`src/rtl/dualram_fifo_ctrl.sv`:
```
// FIFO controller in front of a single-clock dual-port RAM with a registered read port.
// Optional almost_full/almost_empty flags are enabled by defining FIFO_ALMOST_FLAGS_EN.
module dualram_fifo_ctrl #(
    parameter int MEM_WIDTH       = 16,
    parameter int MEM_DEPTH       = 1024,
    parameter int ADDR_SIZE       = 10,
    parameter int ALMOST_FULL_TH  = 1020,
    parameter int ALMOST_EMPTY_TH = 4
) (
    input  logic                 clk_i,
    input  logic                 rst_i,
    input  logic                 push_valid_i,
    input  logic [MEM_WIDTH-1:0] push_data_i,
    output logic                 push_ready_o,
    input  logic                 pop_valid_i,
    output logic                 pop_ready_o,
    output logic                 pop_data_valid_o,
    output logic [MEM_WIDTH-1:0] pop_data_o,
    output logic [ADDR_SIZE:0]   count_o,
    output logic                 full_o,
    output logic                 empty_o,
    output logic                 almost_full_o,
    output logic                 almost_empty_o,
    output logic [MEM_WIDTH-1:0] ram_din_o,
    output logic [ADDR_SIZE-1:0] ram_addr_wr_o,
    output logic [ADDR_SIZE-1:0] ram_addr_rd_o,
    output logic                 ram_wr_en_o,
    output logic                 ram_rd_en_o,
    output logic                 ram_blk_select_o,
    input  logic [MEM_WIDTH-1:0] ram_dout_i
);

    typedef enum logic {GRANT_WRITE = 1'b0, GRANT_READ = 1'b1} grant_e;

    localparam logic [ADDR_SIZE:0] DEPTH_COUNT = (ADDR_SIZE + 1)'(MEM_DEPTH);

    logic [ADDR_SIZE-1:0] wPtr_q, wPtr_d;
    logic [ADDR_SIZE-1:0] rPtr_q, rPtr_d;
    logic [ADDR_SIZE:0]   count_q, count_d;
    grant_e               lastGrant_q, lastGrant_d;
    logic                 popDataValid_q;

    logic full, empty;
    logic wrCand, rdCand;
    logic grantWrite, grantRead;
    logic pushAccept, popAccept;

    assign full  = (count_q == DEPTH_COUNT);
    assign empty = (count_q == '0);

    // The RAM drops a read issued in a write cycle, so at most one side is granted;
    // under contention the side that did not win last time goes next.
    assign wrCand     = push_valid_i & ~full;
    assign rdCand     = pop_valid_i & ~empty;
    assign grantWrite = wrCand & (~rdCand | (lastGrant_q == GRANT_READ));
    assign grantRead  = rdCand & (~wrCand | (lastGrant_q == GRANT_WRITE));
    assign pushAccept = grantWrite & ~rst_i;
    assign popAccept  = grantRead & ~rst_i;

    always_comb begin
        wPtr_d      = wPtr_q;
        rPtr_d      = rPtr_q;
        count_d     = count_q;
        lastGrant_d = lastGrant_q;
        if (pushAccept) begin
            wPtr_d      = wPtr_q + ADDR_SIZE'(1);
            count_d     = count_q + (ADDR_SIZE + 1)'(1);
            lastGrant_d = GRANT_WRITE;
        end else if (popAccept) begin
            rPtr_d      = rPtr_q + ADDR_SIZE'(1);
            count_d     = count_q - (ADDR_SIZE + 1)'(1);
            lastGrant_d = GRANT_READ;
        end
    end

    always_ff @(posedge clk_i or posedge rst_i) begin
        if (rst_i) begin
            wPtr_q         <= '0;
            rPtr_q         <= '0;
            count_q        <= '0;
            lastGrant_q    <= GRANT_READ;
            popDataValid_q <= 1'b0;
        end else begin
            wPtr_q         <= wPtr_d;
            rPtr_q         <= rPtr_d;
            count_q        <= count_d;
            lastGrant_q    <= lastGrant_d;
            popDataValid_q <= popAccept;
        end
    end

`ifdef FIFO_ALMOST_FLAGS_EN
    logic almostFull_q, almostEmpty_q;

    // Computed from count_d so the flags move on the same edge as count.
    always_ff @(posedge clk_i or posedge rst_i) begin
        if (rst_i) begin
            almostFull_q  <= 1'b0;
            almostEmpty_q <= 1'b1;
        end else begin
            almostFull_q  <= (count_d >= (ADDR_SIZE + 1)'(ALMOST_FULL_TH));
            almostEmpty_q <= (count_d <= (ADDR_SIZE + 1)'(ALMOST_EMPTY_TH));
        end
    end

    assign almost_full_o  = almostFull_q;
    assign almost_empty_o = almostEmpty_q;
`else
    assign almost_full_o  = 1'b0;
    assign almost_empty_o = 1'b0;
`endif

    assign push_ready_o     = pushAccept;
    assign pop_ready_o      = popAccept;
    assign pop_data_valid_o = popDataValid_q;
    assign pop_data_o       = ram_dout_i;
    assign count_o          = count_q;
    assign full_o           = full;
    assign empty_o          = empty;
    assign ram_din_o        = push_data_i;
    assign ram_addr_wr_o    = wPtr_q;
    assign ram_addr_rd_o    = rPtr_q;
    assign ram_wr_en_o      = pushAccept;
    assign ram_rd_en_o      = popAccept;
    assign ram_blk_select_o = pushAccept | popAccept;

endmodule

```
`config.mk`:
```
export PLATFORM = sky130hd
export DESIGN_NAME = dualram_fifo_ctrl
export DESIGN_NICKNAME = d
export VERILOG_FILES = /design/src/rtl/dualram_fifo_ctrl.sv
export SDC_FILE = /design/constraint.sdc
export NUM_CORES = 1
export LEC_CHECK = 0
export ABC_CLOCK_PERIOD_IN_PS = 4100
export CAP_MARGIN = 25
export CORE_ASPECT_RATIO = 1.4
export CORE_MARGIN = 3
export CORE_UTILIZATION = 41
export DETAILED_ROUTE_END_ITERATION = 8
export PLACE_DENSITY = 0.82
export SLEW_MARGIN = 20
export SYNTH_ARGS = -nofsm -noshare
export SYNTH_HDL_FRONTEND = slang
export SYNTH_SLANG_ARGS = --single-unit
```
`constraint.sdc`:
```
create_clock -name clk_i -period 4.1 [get_ports clk_i]
set_clock_uncertainty 0.2 [all_clocks]
set_input_delay 0.82 -clock clk_i [delete_from_list [all_inputs] [get_ports clk_i]]
set_output_delay 0.82 -clock clk_i [all_outputs]
set_load 0.05 [all_outputs]
```
==> out/results.md <==
| Group | Metric | Reported |
|:---|:---|:---|
| outcome | Status | finished clean |
| yosys | Number of flip-flops and latches in the synthesized netlist | 33 |
| floorplanning | Floorplan row count | 30 |
| cts | Root buffer cell | clkbuf_8 |
| sta | Period minus WS final | 3.59 ns |
| sta | Number of failing hold endpoints at the final stage | 0 |
| sta | Tightest Pin Transition | 0.504 ns |
| floorplanning | Number of top-level design ports | 109 |
| placed design | Final estimated routing congestion in global placement | 0.857 |
| finish | Layout Utilization | 0.510 |
| sta | Final setup TNS | 0 ns |
| finish | Diode count | 0 |
| floorplanning | Total die area | 0.00624 mm2 |
| routing | Number of DRC violations after detailed routing | 0 |
| placed design | Number of port buffers | 42 |
| global routing | Wire length of the first global-routing pass | 7090 um |
| cts | Number of buffers created by CTS | 5 |
| cts | CTS tree | done |
| cts | Insertion delay of the later-clocked pin in the worst-skew pair | 0.29 ns |
| finish | Layout cells sized above 1 | 0.173 |
| finish | Area growth from synthesis to layout | 16.9% |
| global routing | Via count of the first global-routing pass | 1,540 |
| pwr | VDD IR max | 0.398 mV |
| global routing | Maximum number of pins on one net before global-route repair | 36 |
| finish | Number of nets in the layout | 267 |
| cts | Number of setup buffers added after CTS | 0 |
| global routing | Congestion Overflow GR | 0 |
| global routing | Overall routing resource usage | 0.147 |
| worst setup path | Required time of the critical path | 4.08 ns |
| sta | Max-slew headroom | 0.663 |
| cts | Hold buffer count at cts | 0 |
| sta | Final period utilization | 0.876 |
| yosys | Number of instances in the synthesized netlist | 205 |
| yosys | Cell Area, Synth | 0.00218 mm2 |
| floorplanning | Die X-Extent | 67.6 um |
| cts | Total clock sinks | 33 |
| pwr | Standby leakage power | 0.00106 uW |
| min path | Kind of path behind the tightest hold check | reg -> reg |
| routing | Initial drt markers | 45 |
| floorplanning | Height of the die | 92.2 um |
| cts | Post-cts gate resize count | 0 |
| placed design | Post-detailed-placement half-perimeter wirelength | 3180 um |
| routing | DR vias | 1,525 |
| floorplanning | Placeable core area | 0.00499 mm2 |
| cts | Longest Clk Path Bufs | 2 |
| routing | Detail-routed net length per standard cell | 14.7 um |
| yosys | Syn avg cell area | 10.6 um2 |
| worst setup path | Worst setup SP type | primary input |
| cts | Max H-tree Level | 2 |
| worst setup path | Worst-path maximum fanout | 10 |
| worst setup path | CP arrival | 3.57 ns |
| cts | Clock input transition at the sequential cells of the worst setup and hold paths | 0.07 ns |
| pwr | Power density over the cells | 809 mW/mm2 |
| floorplanning | Starting density of the core | 0.436 |
| run | Number of violations of the max-capacitance limit | 0 |
| routing | Remaining antenna violation count | 0 |
| yosys | Sequential element share of the synthesized area | 0.380 |
| finish | Non-filler instance count after layout | 284 |
| pwr | Overall power of the completed layout | 2060 uW |
| routing | Routed wire length | 4180 um |
| worst setup path | Type of element capturing the critical path | flip-flop |
| sta | Final Max Slew Viols | 0 |
| sta | Unrepaired setup endpoints after global routing | no |
| routing | Vias per std cell | 5.37 |
| sta | Achievable Freq | 278 MHz |
| yosys | Count of warnings emitted by yosys | 0 |
| sta | Setup violations, final | 0 |
| placed design | Cell total after placement | 276 |
| routing | Iteration count of the initial detailed-routing pass | 3 |
| yosys | Yosys cell types | 43 |
| worst setup path | Worst setup path class | in -> reg |
| global routing | Number of antenna violations at the first check in global routing | 0 |
sequential cells by signal, summed over array words and instances, names as in the netlist:
| name | flops |
|---|---|
| ram_addr_wr_o | 10 |
| ram_addr_rd_o | 10 |
| pop_data_valid_o | 1 |
| count_o | 11 |
| lastGrant_q | 1 |
through the flow:
stage	instance area, um2	setup slack, ns	hold WS, ns
after floorplan	2190	0.140	0.298
after global placement	2460	0.260	0.261
after detailed placement	2460	0.203	0.267
after CTS	2550	0.495	0.281
after global routing	2550	0.345	0.297
final	2550	0.509	0.278
cell type report:
type	instances	area (um2)
clock buffers	5	68.8
flip-flops and latches	33	827
inverters	5	22.5
multi-input cells	128	1030
fillers	457	2440
well taps	64	80.1
repair buffers	46	500
clock inverters	3	17.5
worst max-delay path, cell delays in order:
cell	delay (ns)
clkdlybuf4s50_1	0.54
nand2_1	0.10
a311oi_2	0.21
inv_1	0.24
fa_1	0.51
a21o_1	0.18
a2111o_1	0.41
a31oi_1	0.22
xnor2_1	0.08
mux2_2	0.26
report_power, final:
part | leakage (uW) | internal (uW) | switching [uW] | total (uW)
Sequential | 0.000414 | 435 | 161 | 596
Combinational | 0.000605 | 488 | 733 | 1220
Clock | 0.0000439 | 117 | 128 | 245
Total | 0.00106 | 1040 | 1020 | 2060
routing by layer:
layer  vias to the layer above  global-route usage  wire [um]
met3                        12              0.0306        190
met2                        34               0.244       2130
met5                         -                   0          0
met1                       757               0.179       1780
li1                        722                   -          -
met4                         0              0.0592         80
Yosys cell counts (all sizes together):
cell     count  share of area
a21oi        8          0.018
o211a        1         0.0046
xor2         4          0.016
mux2i        2         0.0092
nor4         2          0.020
o2111ai      2         0.0080
o31ai        2         0.0069
ha          11          0.063
a31o         1         0.0040
or4b         1         0.0046
a311oi       2          0.014
nor2         8          0.014
dfstp        1          0.012
buf         40           0.14
nor2b        1         0.0029
o22ai        1         0.0029
conb         1         0.0017
and3         8          0.023
and4         1         0.0046
xnor2       21          0.084
a211o        1         0.0040
inv          5         0.0086
o221a        1         0.0052
o21a         1         0.0034
fa           1         0.0092
o21bai       2         0.0069
or4          1         0.0034
nand4        7          0.020
nand2        6          0.010
mux2         8          0.041
nand3b       1         0.0034
a31oi        2         0.0057
a21o         2         0.0075
and4b        1         0.0052
and2         4          0.011
nand3        9          0.023
dfrtp       32           0.37
o21ai        2         0.0046
a2111o       1         0.0052
cells in the final DEF, fill, tap and decap left out, types with 2 or more instances in the layout:
| master | Yosys | layout |
|---|---|---|
| conb_1 | 1 | 2 |
| clkbuf_8 | 0 | 5 |
| nand2_1 | 6 | 6 |
| clkdlybuf4s50_1 | 0 | 37 |
| nand3_1 | 8 | 8 |
| mux2i_1 | 2 | 2 |
| a21oi_1 | 8 | 8 |
| xor2_1 | 4 | 4 |
| inv_1 | 5 | 4 |
| mux2_2 | 8 | 8 |
| and2_1 | 4 | 4 |
| o31ai_1 | 2 | 2 |
| xnor2_1 | 21 | 21 |
| a311oi_2 | 2 | 2 |
| o2111ai_1 | 2 | 2 |
| nor2_1 | 8 | 8 |
| buf_4 | 37 | 4 |
| buf_12 | 0 | 5 |
| dfrtp_1 | 32 | 32 |
| o21bai_1 | 2 | 2 |
| o21ai_0 | 2 | 2 |
| nand4_1 | 7 | 7 |
| a31oi_1 | 2 | 2 |
| clkinvlp_4 | 0 | 2 |
| ha_1 | 11 | 11 |
| clkinv_2 | 0 | 2 |
| nor4_4 | 2 | 2 |
| and3_1 | 8 | 8 |
worst paths after layout:
check | startpoint | cells after the start | slack (ns) | endpoint
setup / recovery | push_valid_i | 10 | 0.51 | count_o[8]
hold / removal | ram_addr_wr_o[9] | 1 | 0.28 | ram_addr_wr_o[9]
setup reg to reg | count_o[6] | 10 | 0.57 | count_o[8]
hold reg to reg | ram_addr_wr_o[9] | 1 | 0.28 | ram_addr_wr_o[9]
max in group asynchronous | rst_i | 3 | 2.56 | lastGrant_q
min in group asynchronous | rst_i | 3 | 0.80 | ram_addr_wr_o[5]
logic make-up (layout without fill, tap and decap cells):
kind of cell	after synthesis	count (layout)	share of synthesized area
other	1	2	0.00172
AOI/OAI and AO/OA	29	29	0.101
muxes	10	10	0.0505
adders and majority gates	12	12	0.0724
DFF	33	33	0.380
and+or+nand+nor	50	50	0.145
xor gates and xnor gates	25	25	0.101
buffers and inverters	45	59	0.149
No activity file was read; power rests on OpenSTA's default activity.
